$ cat config.mk
export PLATFORM = sky130hd
export DESIGN_NAME = fcs_frame_sequencer
export DESIGN_NICKNAME = d
export VERILOG_FILES = /design/src/rtl/fcs_seq_pkg.sv /design/src/rtl/fcs_byte_fifo.sv /design/src/rtl/fcs_frame_sequencer.sv
export SDC_FILE = /design/constraint.sdc
export NUM_CORES = 1
export LEC_CHECK = 0
export CORE_MARGIN = 10
export CORE_UTILIZATION = 60
export CTS_BUF_LIST = sky130_fd_sc_hd__clkbuf_4 sky130_fd_sc_hd__clkbuf_8
export CTS_CLUSTER_DIAMETER = 150
export DETAILED_ROUTE_END_ITERATION = 8
export PLACE_DENSITY = 0.83
export SYNTH_ARGS = -nofsm -noshare
export SYNTH_HDL_FRONTEND = slang
export SYNTH_SLANG_ARGS = --single-unit
$ cat constraint.sdc
create_clock -name clk -period 9 [get_ports clk]
set_input_delay 1.35 -clock clk [delete_from_list [all_inputs] [get_ports clk]]
set_output_delay 1.35 -clock clk [all_outputs]
set_load 0.01 [all_outputs]
$ cat src/rtl/fcs_seq_pkg.sv
// Shared types and sizing for the FCS frame sequencer.
package fcs_seq_pkg;

  typedef enum logic [2:0] {
    S_CLR,
    S_FILL,
    S_RUN,
    S_WAIT,
    S_REPORT
  } state_e;

  localparam int unsigned FIFO_DEPTH = 5;
  localparam int unsigned FCS_BYTES  = 4;
  localparam int unsigned CNT_W      = 3;

  function automatic logic [CNT_W-1:0] ptr_inc(input logic [CNT_W-1:0] p);
    return (p == CNT_W'(FIFO_DEPTH - 1)) ? '0 : p + 1'b1;
  endfunction

endpackage

$ cat src/rtl/fcs_byte_fifo.sv
// Five-entry byte FIFO with occupancy count; push and pop may coincide.
module fcs_byte_fifo
  import fcs_seq_pkg::*;
(
  input  logic             clk_i,
  input  logic             rst_i,
  input  logic             clear_i,
  input  logic             push_i,
  input  logic [7:0]       data_i,
  input  logic             pop_i,
  output logic [7:0]       data_o,
  output logic [CNT_W-1:0] count_o
);

  logic [7:0]       mem_q [FIFO_DEPTH];
  logic [CNT_W-1:0] wr_ptr_q, rd_ptr_q, count_q;

  always_ff @(posedge clk_i) begin
    if (push_i) mem_q[wr_ptr_q] <= data_i;
  end

  always_ff @(posedge clk_i) begin
    if (rst_i || clear_i) begin
      wr_ptr_q <= '0;
      rd_ptr_q <= '0;
      count_q  <= '0;
    end else begin
      if (push_i) wr_ptr_q <= ptr_inc(wr_ptr_q);
      if (pop_i)  rd_ptr_q <= ptr_inc(rd_ptr_q);
      case ({push_i, pop_i})
        2'b10:   count_q <= count_q + 1'b1;
        2'b01:   count_q <= count_q - 1'b1;
        default: count_q <= count_q;
      endcase
    end
  end

  assign data_o  = mem_q[rd_ptr_q];
  assign count_o = count_q;

endmodule

$ cat src/rtl/fcs_frame_sequencer.sv
// Byte-stream front end for the serial FCS checker: buffers five bytes to find
// the FCS boundary, serializes LSB-first, and reports one status per frame.
module fcs_frame_sequencer
  import fcs_seq_pkg::*;
#(
  parameter int unsigned RESULT_WAIT = 4,
  parameter int unsigned LEN_W       = 16
) (
  input  logic             clk,
  input  logic             reset,
  input  logic [7:0]       in_data,
  input  logic             in_valid,
  input  logic             in_last,
  output logic             in_ready,
  output logic             chk_rst_n,
  output logic             chk_sof,
  output logic             chk_eof,
  output logic             chk_data,
  input  logic             chk_fcs_error,
  output logic             stat_valid,
  input  logic             stat_ready,
  output logic             stat_fcs_error,
  output logic             stat_runt,
  output logic             stat_underrun,
  output logic [LEN_W-1:0] stat_len
);

  localparam int unsigned WAIT_W = (RESULT_WAIT > 1) ? $clog2(RESULT_WAIT) : 1;

  state_e            state_q, state_d;
  logic [CNT_W-1:0]  count;
  logic [7:0]        fifo_rd;
  logic              push, pop, fifo_clear;
  logic              accept_en, bit_end, fill_pop, run_reload, runt_hit, underrun_hit;
  logic              last_seen_q, last_seen_d, first_q, first_d;
  logic              runt_q, runt_d, underrun_q, underrun_d, err_q, err_d;
  logic [LEN_W-1:0]  len_q, len_d;
  logic [6:0]        sh_q, sh_d;
  logic [2:0]        bit_q, bit_d;
  logic [WAIT_W-1:0] wcnt_q, wcnt_d;
  logic              chk_rst_n_q, chk_rst_n_d, chk_sof_q, chk_sof_d;
  logic              chk_eof_q, chk_eof_d, chk_data_q, chk_data_d;

  fcs_byte_fifo u_fifo (
    .clk_i   (clk),
    .rst_i   (reset),
    .clear_i (fifo_clear),
    .push_i  (push),
    .data_i  (in_data),
    .pop_i   (pop),
    .data_o  (fifo_rd),
    .count_o (count)
  );

  assign accept_en  = ((state_q == S_FILL) || (state_q == S_RUN)) &&
                      (count < CNT_W'(FIFO_DEPTH)) && !last_seen_q;
  assign push       = in_valid && accept_en;
  assign bit_end    = (state_q == S_RUN) && (bit_q == 3'd7);
  assign fill_pop   = (state_q == S_FILL) && (count == CNT_W'(FIFO_DEPTH));
  assign run_reload = bit_end && ((count == CNT_W'(FIFO_DEPTH)) || (last_seen_q && (count != '0)));
  assign pop        = fill_pop || run_reload;
  assign runt_hit   = (state_q == S_FILL) && push && in_last && (count < CNT_W'(FCS_BYTES));
  assign underrun_hit = bit_end && !run_reload && !(last_seen_q && (count == '0));

  always_ff @(posedge clk) begin
    if (reset) state_q <= S_CLR;
    else       state_q <= state_d;
  end

  always_comb begin
    state_d = state_q;
    case (state_q)
      S_CLR:    state_d = S_FILL;
      S_FILL: begin
        if (runt_hit)      state_d = S_REPORT;
        else if (fill_pop) state_d = S_RUN;
      end
      S_RUN: begin
        if (bit_end && !run_reload) state_d = underrun_hit ? S_REPORT : S_WAIT;
      end
      S_WAIT: begin
        if (wcnt_q == WAIT_W'(RESULT_WAIT - 1)) state_d = S_REPORT;
      end
      S_REPORT: begin
        if (stat_ready) state_d = S_CLR;
      end
      default:  state_d = S_CLR;
    endcase
  end

  // The popped byte's bit 0 goes straight onto chk_data; the other seven shift out of sh_q.
  always_comb begin
    last_seen_d = last_seen_q;
    first_d     = first_q;
    runt_d      = runt_q;
    underrun_d  = underrun_q;
    err_d       = err_q;
    len_d       = len_q;
    sh_d        = sh_q;
    bit_d       = bit_q;
    wcnt_d      = '0;
    chk_rst_n_d = (state_d != S_CLR);
    chk_sof_d   = 1'b0;
    chk_eof_d   = 1'b0;
    chk_data_d  = 1'b0;
    fifo_clear  = (state_q == S_CLR);
    if (state_q == S_CLR) begin
      last_seen_d = 1'b0;
      first_d     = 1'b1;
      runt_d      = 1'b0;
      underrun_d  = 1'b0;
      err_d       = 1'b0;
      len_d       = '0;
      sh_d        = '0;
      bit_d       = '0;
    end
    if (push) begin
      if (len_q != '1) len_d = len_q + 1'b1;
      if (in_last)     last_seen_d = 1'b1;
    end
    if (pop) begin
      chk_data_d = fifo_rd[0];
      sh_d       = fifo_rd[7:1];
      bit_d      = '0;
      chk_sof_d  = first_q;
      first_d    = 1'b0;
      chk_eof_d  = last_seen_q && (count == CNT_W'(FCS_BYTES));
    end else if ((state_q == S_RUN) && !bit_end) begin
      chk_data_d = sh_q[0];
      sh_d       = {1'b0, sh_q[6:1]};
      bit_d      = bit_q + 1'b1;
    end
    if (runt_hit) begin
      runt_d = 1'b1;
      err_d  = 1'b1;
    end
    if (underrun_hit) begin
      underrun_d = 1'b1;
      err_d      = 1'b1;
    end
    if (state_q == S_WAIT) begin
      err_d  = err_q | chk_fcs_error;
      wcnt_d = wcnt_q + 1'b1;
    end
  end

  always_ff @(posedge clk) begin
    if (reset) begin
      last_seen_q <= 1'b0;
      first_q     <= 1'b0;
      runt_q      <= 1'b0;
      underrun_q  <= 1'b0;
      err_q       <= 1'b0;
      len_q       <= '0;
      sh_q        <= '0;
      bit_q       <= '0;
      wcnt_q      <= '0;
      chk_rst_n_q <= 1'b0;
      chk_sof_q   <= 1'b0;
      chk_eof_q   <= 1'b0;
      chk_data_q  <= 1'b0;
    end else begin
      last_seen_q <= last_seen_d;
      first_q     <= first_d;
      runt_q      <= runt_d;
      underrun_q  <= underrun_d;
      err_q       <= err_d;
      len_q       <= len_d;
      sh_q        <= sh_d;
      bit_q       <= bit_d;
      wcnt_q      <= wcnt_d;
      chk_rst_n_q <= chk_rst_n_d;
      chk_sof_q   <= chk_sof_d;
      chk_eof_q   <= chk_eof_d;
      chk_data_q  <= chk_data_d;
    end
  end

  assign in_ready       = accept_en;
  assign chk_rst_n      = chk_rst_n_q;
  assign chk_sof        = chk_sof_q;
  assign chk_eof        = chk_eof_q;
  assign chk_data       = chk_data_q;
  assign stat_valid     = (state_q == S_REPORT);
  assign stat_fcs_error = err_q;
  assign stat_runt      = runt_q;
  assign stat_underrun  = underrun_q;
  assign stat_len       = len_q;

endmodule

==> summary.md, run 1 <==
| Metric | Value |
|---|---|
| Wire length of the first global-routing pass | `13300 µm` |
| Clk buf depth | `2` |
| Most instantiated library cell after synthesis | `sky130_fd_sc_hd__dfxtp_1` |
| Number of standard cells in the final layout excluding fillers | `474` |
| Worst-path fanout max | `11` |
| Met3 global-route usage | `0.0459` |
| TritonCTS Sinks | `92` |
| Final critical-path share of the clock period | `0.370` |
| Routed vias | `2918` |
| Top post-synthesis cells by area | `sky130_fd_sc_hd__edfxtp_1, sky130_fd_sc_hd__dfxtp_1, sky130_fd_sc_hd__mux4_2, sky130_fd_sc_hd__nand2_1, sky130_fd_sc_hd__ha_1` |
| Synthesis-to-finish area growth | `17.0%` |
| Setup TNS Final | `0 ns` |
| Unrepaired setup endpoints after global routing | `no` |
| Static Leak | `1.59 nW` |
| Critical Setup Path Class | `primary input to flop` |
| Leading area contributor after synthesis | `sky130_fd_sc_hd__edfxtp_1` |
| Post-Place Cell Area | `0.00448 mm²` |
| CP cell instances | `clkdlybuf4s50_1 > and4_1 > inv_2 > ha_1 > inv_1 > fa_1 > xor2_1 > or3_1 > a21oi_1` |
| # rows | `29` |
| Routed len/inst | `17.6 µm` |
| Drt first pass iters | `5` |
| Clock skew | `0.00936 ns` |
| Worst R2R Path Depth | `12` |
| Register area share after synthesis | `0.555` |
| Die Outline Area | `0.0104 mm²` |
| Reg2Reg Setup Slack | `5.80 ns` |
| Portion of synthesized cell area occupied by the leading cell type | `0.297` |
| Remaining routing DRC violations | `0` |
| Final-report setup violation count | `0` |
| Number of buffers inserted to repair setup after CTS | `0` |
| Data arrival time of the critical path | `3.62 ns` |
| Number of instances in the synthesized netlist | `355` |
| Largest net degree at the start of global routing | `28` |
| Met1 track demand over resource | `0.199` |
| Number of I/O port buffers | `38` |
| Max-slew violation count | `0` |
| Share of synthesized registers carrying an async set or reset | `0` |
| Levels on crit path | `9` |
| Final estimated routing congestion in global placement | `0.796` |
| Clock buffer count from CTS | `9` |
| # H-tree levels | `3` |
| Clock tree root driver cell | `sky130_fd_sc_hd__clkbuf_8` |
| Final net count | `416` |
| Violation count after the first detailed-routing iteration | `165` |
| CP Buf/Inv Count | `3` |
| Normalized max-slew margin | `0.580` |
| Via count of the first global-routing pass | `2734` |
| Type of the most critical hold path | `flop to flop` |
| Via-to-Cell Ratio | `6.16` |
| Status | `finished, final reports clean` |
| Max Clock Freq | `0.300 GHz` |
| Number of register bits inferred by synthesis | `92` |
| Commonest cells post-synth | `sky130_fd_sc_hd__dfxtp_1, sky130_fd_sc_hd__edfxtp_1, sky130_fd_sc_hd__nand2_1` |
| Delay of the slowest critical-path stage | `0.44 ns` |
| Wire length reported by the detailed router | `8340 µm` |
| Post-Synthesis Cell Area | `0.00404 mm²` |
| Number of flops mapped to enable cells by yosys | `40` |
| Antenna diode instance count | `0` |
| Cell Count Post-Placement | `458` |
| Hold Vio Cnt, Final | `0` |
| Synth cell types | `65` |
| Max capacitance violation total | `0` |
| Hold path cells | `1` |
| HPWL after detailed placement | `5770 µm` |
| Placeable core area | `0.00646 mm²` |
| Kind of start point of the critical path | `primary input` |
| Worst-Margin Slew | `0.628 ns` |
| Clock tree from TritonCTS | `done` |
| Antenna-violating nets left | `0` |
| Antenna violations before repair | `0` |
| Share of final-layout standard cells stronger than drive strength 1 | `0.113` |
| Number of buffers inserted for hold repair after clock tree synthesis | `0` |
| Met2 Resource Use GR | `0.268` |
| Cell family contributing the most delay on the critical path | `buffers and inverters` |
| Post-cts repair resize count | `0` |
| Critical path's slowest cell | `sky130_fd_sc_hd__clkdlybuf4s50_1` |
| Net count of the mapped netlist | `379` |
| Worst vdd ir | `0.000125 V` |
| GRT Max-Usage Layer | `met2` |
| CTS clk-pin slew, worst paths | `0.09 ns` |
| Chip height | `102 µm` |
| Worst path required time | `9.29 ns` |
| Global route overflow | `0` |
| Top Ports | `39` |
| Total global routing track utilization | `0.162` |
| Die width | `102 µm` |
| Mean post-synth cell area | `11.4 µm²` |
| YS warnings | `0` |
| Clock insertion delay at the later pin of the skew report | `0.35 ns` |
| Fill cell instance count of the final layout | `470` |
| Setup crit end kind | `flop` |
| Power density relative to cell area | `174 mW/mm²` |
| Min Clock Period, post-route | `3.33 ns` |
| Effective utilization at floorplan | `0.626` |
| Primary FF master, synth | `sky130_fd_sc_hd__dfxtp_1` |
| Post-route cell area | `0.00473 mm²` |
[registers in the layout (all words and copies together) (netlist names), 2 cells and up, named ones only]
register	cells
u_fifo.mem_q	40
bit_q	3
wcnt_q	2
u_fifo.rd_ptr_q	3
u_fifo.wr_ptr_q	3
sh_q	7
stat_len	16
u_fifo.count_o	3
state_q	3
[path summary, 6_finish.rpt]
path | from | to
min reg2reg | wcnt_q[0]$_SDFF_PP0_ | wcnt_q[0]$_SDFF_PP0_
min | wcnt_q[0]$_SDFF_PP0_ | wcnt_q[0]$_SDFF_PP0_
max reg2reg | bit_q[0]$_SDFFE_PP0P_ | u_fifo.count_o[2]$_SDFFE_PP0P_
max | in_valid | u_fifo.count_o[2]$_SDFFE_PP0P_
[through the flow]
stage | hold WS, ns | total power (W) | worst slack (ns) | utilization
after floorplan | 0.407 | 0.000478 | 5.86 | -
after global placement | 0.420 | 0.000495 | 5.44 | 0.694
after detailed placement | 0.428 | 0.000496 | 5.31 | 0.694
after CTS | 0.442 | 0.000826 | 5.69 | 0.732
after global routing | 0.472 | 0.000848 | 5.52 | 0.732
final | 0.435 | 0.000820 | 5.67 | 0.732
[report_power, final]
part           internal, W  switching, W  leakage, nW  total (W)
logic            0.0000179     0.0000251        0.683  0.0000430
registers         0.000440    0.00000426        0.782   0.000444
clock network     0.000186      0.000147        0.120   0.000333
[routing by layer]
layer  wire, µm  part of all wire  vias up
met1       3620              0.43     1407
met5          0                 0        -
met2       4120              0.49       94
met3        534             0.064        9
li1           -                 -     1408
met4         61            0.0073        0
[placed cells by master (no fill, tap or decap), types with 3 or more instances in the layout]
cell type,Yosys,routed
sky130_fd_sc_hd__nand2_1,31,31
sky130_fd_sc_hd__xor2_1,4,4
sky130_fd_sc_hd__o21ai_0,7,7
sky130_fd_sc_hd__nor4_1,7,7
sky130_fd_sc_hd__a211oi_1,8,8
sky130_fd_sc_hd__and4_1,3,3
sky130_fd_sc_hd__ha_1,9,9
sky130_fd_sc_hd__a21oi_1,21,21
sky130_fd_sc_hd__mux4_2,8,8
sky130_fd_sc_hd__nor3b_1,3,3
sky130_fd_sc_hd__or3_1,5,5
sky130_fd_sc_hd__clkbuf_8,0,9
sky130_fd_sc_hd__nand2b_1,4,4
sky130_fd_sc_hd__buf_4,1,6
sky130_fd_sc_hd__nor3_1,12,12
sky130_fd_sc_hd__xnor2_1,3,3
sky130_fd_sc_hd__a221oi_1,6,6
sky130_fd_sc_hd__nand3_1,9,9
sky130_fd_sc_hd__nand4_1,4,4
sky130_fd_sc_hd__nor2_1,20,20
sky130_fd_sc_hd__inv_1,14,14
sky130_fd_sc_hd__mux2i_1,8,8
sky130_fd_sc_hd__edfxtp_1,40,40
sky130_fd_sc_hd__o21ai_1,10,10
sky130_fd_sc_hd__dfxtp_1,52,52
sky130_fd_sc_hd__and3_1,3,3
sky130_fd_sc_hd__clkdlybuf4s50_1,0,38
sky130_fd_sc_hd__bufinv_16,0,3
[cell type report]
cell class	instances	area [µm²]	area share
multi-input cells	229	1660	0.351
clock buffers	9	124	0.0262
flip-flops and latches	92	2240	0.474
well taps	77	96.3	0.0204
inverters	16	60.1	0.0127
clock inverters	7	121	0.0257
repair buffers	44	425	0.0900
[cell families (layout without fill, tap and decap cells)]
logic type / after synthesis / in the layout / share of synthesized area
adders and majority gates: 10 / 10 / 0.0328
AOI/OAI and AO/OA: 74 / 74 / 0.122
muxes: 17 / 17 / 0.0672
DFF: 92 / 92 / 0.555
buffers and inverters: 34 / 76 / 0.0350
and+or+nand+nor: 121 / 121 / 0.173
xor gates and xnor gates: 7 / 7 / 0.0152
Power figures use the tool's default switching activity.
==> run 2, diff against run 1 <==
--- a/config.mk
+++ b/config.mk
@@ -6,11 +6,11 @@
 export NUM_CORES = 1
 export LEC_CHECK = 0
 export CORE_MARGIN = 10
-export CORE_UTILIZATION = 60
+export CORE_UTILIZATION = 59
 export CTS_BUF_LIST = sky130_fd_sc_hd__clkbuf_4 sky130_fd_sc_hd__clkbuf_8
 export CTS_CLUSTER_DIAMETER = 150
 export DETAILED_ROUTE_END_ITERATION = 8
-export PLACE_DENSITY = 0.83
+export PLACE_DENSITY = 0.82
 export SYNTH_ARGS = -nofsm -noshare
 export SYNTH_HDL_FRONTEND = slang
 export SYNTH_SLANG_ARGS = --single-unit
==> constraint.sdc (replaced) <==
create_clock -name clk -period 3.4 [get_ports clk]
set_input_delay 0.51 -clock clk [delete_from_list [all_inputs] [get_ports clk]]
set_output_delay 0.51 -clock clk [all_outputs]
set_load 0.01 [all_outputs]
==> run 2 against run 1 <==
Effect of this change:
- register-to-register slack got worse by 5.3 ns
- via count decreased by 2.3%
- highest routed layer unchanged
- sequential power increased to 2.7 times the previous value
- clock power increased by 130%
==> summary.md, run 2 (same netlist as run 1, synthesis figures left out) <==
| Metric | Value |
|---|---|
| Final-report setup violation count | `0 (unchanged)` |
| Unrepaired setup endpoints after global routing | `no (unchanged)` |
| Final estimated routing congestion in global placement | `0.793 (was 0.796)` |
| Reg2Reg Setup Slack | `0.52 ns (was 5.80 ns)` |
| Worst-path fanout max | `5 (was 11)` |
| Max-slew violation count | `0 (unchanged)` |
| Largest net degree at the start of global routing | `27 (was 28)` |
| Synthesis-to-finish area growth | `16.5% (was 17.0%)` |
| Antenna violations before repair | `0 (unchanged)` |
| Worst-Margin Slew | `0.607 ns (was 0.628 ns)` |
| TritonCTS Sinks | `92 (unchanged)` |
| Worst path required time | `3.68 ns (was 9.29 ns)` |
| Relative contribution of combinational cells to total power | `0.055 (was 0.052)` |
| Global route overflow | `0 (unchanged)` |
| Worst R2R Path Depth | `12 (unchanged)` |
| Via count of the first global-routing pass | `2789 (was 2734)` |
| Antenna diode instance count | `0 (unchanged)` |
| Worst vdd ir | `0.000275 V (was 0.000125 V)` |
| Top Ports | `39 (unchanged)` |
| Data arrival time of the critical path | `3.16 ns (was 3.62 ns)` |
| Antenna-violating nets left | `0 (unchanged)` |
| Clock buffer count from CTS | `9 (unchanged)` |
| Critical Setup Path Class | `flop to flop (was primary input to flop)` |
| Number of I/O port buffers | `38 (unchanged)` |
| Total global routing track utilization | `0.159 (was 0.162)` |
| Type of the most critical hold path | `flop to flop (unchanged)` |
| Cell Count Post-Placement | `462 (was 458)` |
| Share of final-layout standard cells stronger than drive strength 1 | `0.116 (was 0.113)` |
| HPWL after detailed placement | `5520 µm (was 5770 µm)` |
| Status | `finished, final reports clean (unchanged)` |
| Effective utilization at floorplan | `0.601 (was 0.626)` |
| Top reg by flops | `u_fifo.mem_q (unchanged)` |
| Final net count | `417 (was 416)` |
| Die Outline Area | `0.0106 mm² (was 0.0104 mm²)` |
| Final critical-path share of the clock period | `0.847` |
| Clk buf depth | `2 (unchanged)` |
| Most frequent standard cell in the layout excluding fill and tap cells | `sky130_fd_sc_hd__dfxtp_1 (unchanged)` |
| Max capacitance violation total | `0 (unchanged)` |
| Worst flop-to-flop path endpoint | `u_fifo.count_o[2]$_SDFFE_PP0P_ (unchanged)` |
| # rows | `30 (was 29)` |
| Clock tree root driver cell | `sky130_fd_sc_hd__clkbuf_8 (unchanged)` |
| Normalized max-slew margin | `0.594 (was 0.580)` |
| Wire length reported by the detailed router | `7870 µm (was 8340 µm)` |
| Power density relative to cell area | `439 mW/mm² (was 174 mW/mm²)` |
| Kind of start point of the critical path | `flop (was primary input)` |
| Chip height | `103 µm (was 102 µm)` |
| Via-to-Cell Ratio | `5.96 (was 6.16)` |
| Die width | `103 µm (was 102 µm)` |
| Clock skew | `0.0127 ns (was 0.00936 ns)` |
| Fill cell instance count of the final layout | `492 (was 470)` |
| Setup TNS Final | `0 ns (unchanged)` |
| Worst setup path startpoint | `bit_q[0]$_SDFFE_PP0P_ (was in_valid)` |
| Number of standard cells in the final layout excluding fillers | `478 (was 474)` |
| Routed len/inst | `16.5 µm (was 17.6 µm)` |
| Setup crit end kind | `flop (unchanged)` |
| Number of buffers inserted to repair setup after CTS | `0 (unchanged)` |
| Remaining routing DRC violations | `0 (unchanged)` |
| Clock insertion delay at the later pin of the skew report | `0.36 ns (was 0.35 ns)` |
| End point of the critical path | `u_fifo.count_o[2]$_SDFFE_PP0P_ (unchanged)` |
| Static Leak | `1.58 nW (was 1.59 nW)` |
| Startpoint of the worst register-to-register path | `bit_q[0]$_SDFFE_PP0P_ (unchanged)` |
| Highest-count cells in the layout ignoring fill and taps | `sky130_fd_sc_hd__dfxtp_1, sky130_fd_sc_hd__edfxtp_1, sky130_fd_sc_hd__clkdlybuf4s50_1, sky130_fd_sc_hd__nand2_1, sky130_fd_sc_hd__a21oi_1 (unchanged)` |
| Min Clock Period, post-route | `2.88 ns` |
| Share of power burned in the clock network | `0.376 (was 0.406)` |
| Routed vias | `2851 (was 2918)` |
| Hold Vio Cnt, Final | `0 (unchanged)` |
| CTS clk-pin slew, worst paths | `0.10 ns (was 0.09 ns)` |
| Sequential share of power | `0.569 (was 0.541)` |
| Max Clock Freq | `0.347 GHz` |
| Switching power as a share of total power | `0.239 (was 0.215)` |
| Wire length of the first global-routing pass | `13400 µm (was 13300 µm)` |
| Max reg flops | `40 (unchanged)` |
| Violation count after the first detailed-routing iteration | `222 (was 165)` |
| Placeable core area | `0.00672 mm² (was 0.00646 mm²)` |
| Drt first pass iters | `4 (was 5)` |
| # H-tree levels | `3 (unchanged)` |
| Net switching power | `0.000494 W (was 0.000176 W)` |
| Clock tree from TritonCTS | `done (unchanged)` |
| Power Internal | `0.00157 W (was 0.000644 W)` |
| Number of buffers inserted for hold repair after clock tree synthesis | `0 (unchanged)` |
| Post-cts repair resize count | `0 (unchanged)` |
[run 2: area by class of cell]
class,instances,area [µm²],area share
Sequential cell,92,2240,0.476
Multi-Input combinational cell,229,1660,0.352
Timing Repair Buffer,45,433,0.0919
Clock buffer,9,124,0.0263
Tap cell,80,100,0.0213
Clock inverter,7,91.3,0.0194
Inverter,16,60.1,0.0128
[run 2: stage by stage]
stage	setup slack, ns	cell area [µm²]	power, W	hold WS (ns)	utilization
global route	0.282	4710	0.00215	0.467	0.701
global placement	0.650	4490	0.00131	0.419	0.669
floorplan	0.546	4040	0.00127	0.407	-
CTS	0.512	4710	0.00208	0.447	0.701
detailed placement	0.552	4490	0.00131	0.433	0.669
finish	0.521	4710	0.00206	0.440	0.701
[run 2: per-layer routing]
metal  routed length [µm]  vias to the layer above  global-route usage  share of wire
met5                    0                        -                   0              0
met4                  100                        0              0.0652          0.013
met3                  467                       11              0.0375          0.059
met2                 3710                       82               0.250           0.47
met1                 3590                     1344               0.207           0.46
li1                     -                     1414                   -              -
[run 2: power by group through the flow]
| stage | sequential [W] | clock, W | combinational [W] |
|---|---|---|---|
| floorplan | 0.00120 | 0 | 0.0000673 |
| global placement | 0.00120 | 0 | 0.000110 |
| detailed placement | 0.00120 | 0 | 0.000113 |
| CTS | 0.00118 | 0.000791 | 0.000114 |
| global route | 0.00118 | 0.000843 | 0.000125 |
| finish | 0.00118 | 0.000776 | 0.000113 |
[run 2: worst max-delay path, cell delays in order, from the launching register on]
cell	delay [ns]
sky130_fd_sc_hd__dfxtp_1	0.37
sky130_fd_sc_hd__ha_1	0.16
sky130_fd_sc_hd__ha_1	0.18
sky130_fd_sc_hd__nor4bb_1	0.45
sky130_fd_sc_hd__a21oi_1	0.08
sky130_fd_sc_hd__or2_4	0.30
sky130_fd_sc_hd__inv_2	0.07
sky130_fd_sc_hd__ha_1	0.17
sky130_fd_sc_hd__inv_1	0.06
sky130_fd_sc_hd__fa_1	0.37
sky130_fd_sc_hd__xor2_1	0.16
sky130_fd_sc_hd__or3_1	0.31
sky130_fd_sc_hd__a21oi_1	0.14
[run 2: worst min path at each step]
stage	startpoint	to	slack, ns	depth (start not counted)
after floorplan	wcnt_q[0]$_SDFF_PP0_	wcnt_q[0]$_SDFF_PP0_	0.41	1
after global routing	wcnt_q[0]$_SDFF_PP0_	wcnt_q[0]$_SDFF_PP0_	0.47	1
final	wcnt_q[0]$_SDFF_PP0_	wcnt_q[0]$_SDFF_PP0_	0.44	1
after global placement	wcnt_q[0]$_SDFF_PP0_	wcnt_q[0]$_SDFF_PP0_	0.42	1
after detailed placement	wcnt_q[0]$_SDFF_PP0_	wcnt_q[0]$_SDFF_PP0_	0.43	1
after CTS	wcnt_q[0]$_SDFF_PP0_	wcnt_q[0]$_SDFF_PP0_	0.45	1
==> run 3, diff against run 2 <==
--- a/config.mk
+++ b/config.mk
@@ -6,11 +6,11 @@
 export NUM_CORES = 1
 export LEC_CHECK = 0
 export CORE_MARGIN = 10
-export CORE_UTILIZATION = 59
+export CORE_UTILIZATION = 53
 export CTS_BUF_LIST = sky130_fd_sc_hd__clkbuf_4 sky130_fd_sc_hd__clkbuf_8
 export CTS_CLUSTER_DIAMETER = 150
 export DETAILED_ROUTE_END_ITERATION = 8
-export PLACE_DENSITY = 0.82
+export PLACE_DENSITY = 0.78
 export SYNTH_ARGS = -nofsm -noshare
 export SYNTH_HDL_FRONTEND = slang
 export SYNTH_SLANG_ARGS = --single-unit
==> constraint.sdc (replaced) <==
create_clock -name clk -period 2.4 [get_ports clk]
set_input_delay 0.36 -clock clk [delete_from_list [all_inputs] [get_ports clk]]
set_output_delay 0.36 -clock clk [all_outputs]
set_load 0.01 [all_outputs]
==> run 3 against run 2 <==
Effect of this change:
- first-iteration DRC count fell by 30%
- sequential share of layout area shrank 1.8 points
- via count increased by 3.5%
- sequential power grew 41%
- critical path depth unchanged
- sequential cell count is the same
- final cell count is 7.7% higher
- fmax rose by 20%
- setup slack lost 0.51 ns
- combinational power increased by 65%
- routed wire length rose by 4.6%
==> summary.md, run 3 (same netlist as run 1, synthesis figures left out) <==
| Metric | Value |
|---|---|
| Delay of the slowest critical-path stage | `0.36 ns (was 0.45 ns)` |
| Clock tree from TritonCTS | `done (unchanged)` |
| Max capacitance violation total | `0 (unchanged)` |
| HPWL after detailed placement | `5980 µm (was 5520 µm)` |
| Die Outline Area | `0.0115 mm² (was 0.0106 mm²)` |
| Max Clock Freq | `0.418 GHz (was 0.347 GHz)` |
| Final-report setup violation count | `0 (unchanged)` |
| Highest-count cells in the layout ignoring fill and taps | `sky130_fd_sc_hd__dfxtp_1, sky130_fd_sc_hd__edfxtp_1, sky130_fd_sc_hd__clkdlybuf4s50_1, sky130_fd_sc_hd__nand2_1, sky130_fd_sc_hd__buf_4 (was sky130_fd_sc_hd__dfxtp_1, sky130_fd_sc_hd__edfxtp_1, sky130_fd_sc_hd__clkdlybuf4s50_1, sky130_fd_sc_hd__nand2_1, sky130_fd_sc_hd__a21oi_1)` |
| Max-slew violation count | `0 (unchanged)` |
| Clock buffer count from CTS | `9 (unchanged)` |
| Max reg flops | `40 (unchanged)` |
| Setup crit end kind | `flop (unchanged)` |
| Most frequent standard cell in the layout excluding fill and tap cells | `sky130_fd_sc_hd__dfxtp_1 (unchanged)` |
| Die width | `107 µm (was 103 µm)` |
| Most used cell, CP | `sky130_fd_sc_hd__ha_4 (was sky130_fd_sc_hd__ha_1)` |
| Routed len/inst | `16.0 µm (was 16.5 µm)` |
| Post-Place Cell Area | `0.00469 mm² (was 0.00449 mm²)` |
| Antenna diode instance count | `0 (unchanged)` |
| Drt first pass iters | `5 (was 4)` |
| Worst vdd ir | `0.000326 V (was 0.000275 V)` |
| Post-layout utilization of the core | `0.669 (was 0.701)` |
| Top reg by flops | `u_fifo.mem_q (unchanged)` |
| Top Ports | `39 (unchanged)` |
| Number of buffers inserted for hold repair after clock tree synthesis | `0 (unchanged)` |
| Share of final-layout standard cells stronger than drive strength 1 | `0.175 (was 0.116)` |
| Clk buf depth | `2 (unchanged)` |
| Routed vias | `2952 (was 2851)` |
| # rows | `31 (was 30)` |
| Via count of the first global-routing pass | `2857 (was 2789)` |
| Clock tree root driver cell | `sky130_fd_sc_hd__clkbuf_8 (unchanged)` |
| Post-route cell area | `0.00491 mm² (was 0.00471 mm²)` |
| Min Clock Period, post-route | `2.39 ns (was 2.88 ns)` |
| Largest net degree at the start of global routing | `23 (was 27)` |
| CP cell instances | `ha_4 > ha_4 > nor4bb_4 > a21oi_1 > or2_4 > inv_4 > ha_4 > inv_1 > fa_2 > xor2_1 > or3_1 > a21oi_2 (was ha_1 > ha_1 > nor4bb_1 > a21oi_1 > or2_4 > inv_2 > ha_1 > inv_1 > fa_1 > xor2_1 > or3_1 > a21oi_1)` |
| Effective utilization at floorplan | `0.551 (was 0.601)` |
| Power density relative to cell area | `580 mW/mm² (was 439 mW/mm²)` |
| Total global routing track utilization | `0.145 (was 0.159)` |
| Final estimated routing congestion in global placement | `0.867 (was 0.793)` |
| Critical path's slowest cell | `sky130_fd_sc_hd__dfxtp_2 (was sky130_fd_sc_hd__nor4bb_1)` |
| Wire length reported by the detailed router | `8230 µm (was 7870 µm)` |
| Normalized max-slew margin | `0.568 (was 0.594)` |
| Setup TNS Final | `0 ns (unchanged)` |
| Type of the most critical hold path | `flop to flop (unchanged)` |
| CTS clk-pin slew, worst paths | `0.10 ns (about the same)` |
| Unrepaired setup endpoints after global routing | `yes (was no)` |
| Via-to-Cell Ratio | `5.73 (was 5.96)` |
| Cell Count Post-Placement | `496 (was 462)` |
| Static Leak | `1.65 nW (was 1.58 nW)` |
| Final critical-path share of the clock period | `0.996 (was 0.847)` |
| Antenna violations before repair | `0 (unchanged)` |
| Kind of start point of the critical path | `flop (unchanged)` |
| Clock insertion delay at the later pin of the skew report | `0.35 ns (was 0.36 ns)` |
| Worst-Margin Slew | `0.646 ns (was 0.607 ns)` |
| Synthesis-to-finish area growth | `21.4% (was 16.5%)` |
| Number of standard cells in the final layout excluding fillers | `515 (was 478)` |
| Worst-path fanout max | `3 (was 5)` |
| Chip height | `107 µm (was 103 µm)` |
| Worst path required time | `2.69 ns (was 3.68 ns)` |
| Violation count after the first detailed-routing iteration | `156 (was 222)` |
| Global route overflow | `0 (unchanged)` |
| # H-tree levels | `3 (unchanged)` |
| Status | `finished, final reports clean (unchanged)` |
| Data arrival time of the critical path | `2.68 ns (was 3.16 ns)` |
| Final net count | `435 (was 417)` |
| Hold Vio Cnt, Final | `0 (unchanged)` |
| Number of I/O port buffers | `38 (unchanged)` |
| Clock skew | `0.0143 ns (was 0.0127 ns)` |
| Placeable core area | `0.00733 mm² (was 0.00672 mm²)` |
| Remaining routing DRC violations | `0 (unchanged)` |
| TritonCTS Sinks | `92 (unchanged)` |
| Critical Setup Path Class | `flop to flop (unchanged)` |
| Wire length of the first global-routing pass | `13800 µm (was 13400 µm)` |
| Antenna-violating nets left | `0 (unchanged)` |
-- run 3: power by group --
group	switching (W)	leakage, nW	internal (W)
clock network	0.000590	0.0947	0.000404
registers	0.0000129	0.784	0.00165
logic	0.000104	0.775	0.0000827
total	0.000706	1.65	0.00214
-- run 3: cell type report --
| cell class | instances | area [µm²] |
|---|---|---|
| well taps | 99 | 124 |
| clock inverters | 7 | 65.1 |
| fillers | 559 | 2420 |
| flip-flops and latches | 92 | 2250 |
| multi-input cells | 229 | 1720 |
| inverters | 16 | 62.6 |
| clock buffers | 9 | 124 |
| repair buffers | 63 | 568 |
-- run 3: path summary, 6_finish.rpt --
path / from / end / slack [ns] / cells after the start
worst max-delay path: bit_q[0]$_SDFFE_PP0P_ / u_fifo.count_o[2]$_SDFFE_PP0P_ / 0.01 / 12
worst max register to register: bit_q[0]$_SDFFE_PP0P_ / u_fifo.count_o[2]$_SDFFE_PP0P_ / 0.01 / 12
worst min-delay path: wcnt_q[0]$_SDFF_PP0_ / wcnt_q[0]$_SDFF_PP0_ / 0.44 / 1
worst min register to register: wcnt_q[0]$_SDFF_PP0_ / wcnt_q[0]$_SDFF_PP0_ / 0.44 / 1
-- run 3: layer usage --
metal	GRT usage	share of wire
met2	0.229	0.47
met5	0	0
met1	0.193	0.47
met3	0.0383	0.054
met4	0.0368	0.0033
-- run 3: timing repair --
item	in CTS	in global routing
setup buffers	2	1
endpoints found under the setup margin	1	2
pin swaps	2	0
resized for setup	0	2
gates cloned	0	0
-- run 3: per-stage QoR --
stage	hold slack [ns]	power, W	worst slack (ns)
after detailed placement	0.427	0.00188	0.0223
final	0.439	0.00284	0.00951
after global routing	0.457	0.00295	-0.111
after floorplan	0.407	0.00180	-0.0362
after CTS	0.441	0.00288	0.00941
after global placement	0.418	0.00188	0.0757
-- run 3: worst max-delay path, delay by kind of cell, from the launching register on --
kind	cells	cell delay [ns]
buffers and inverters	2	0.11
adders and majority gates	4	0.72
DFF	1	0.36
and+or+nand+nor	3	0.81
AOI/OAI and AO/OA	2	0.18
xor gates and xnor gates	1	0.15
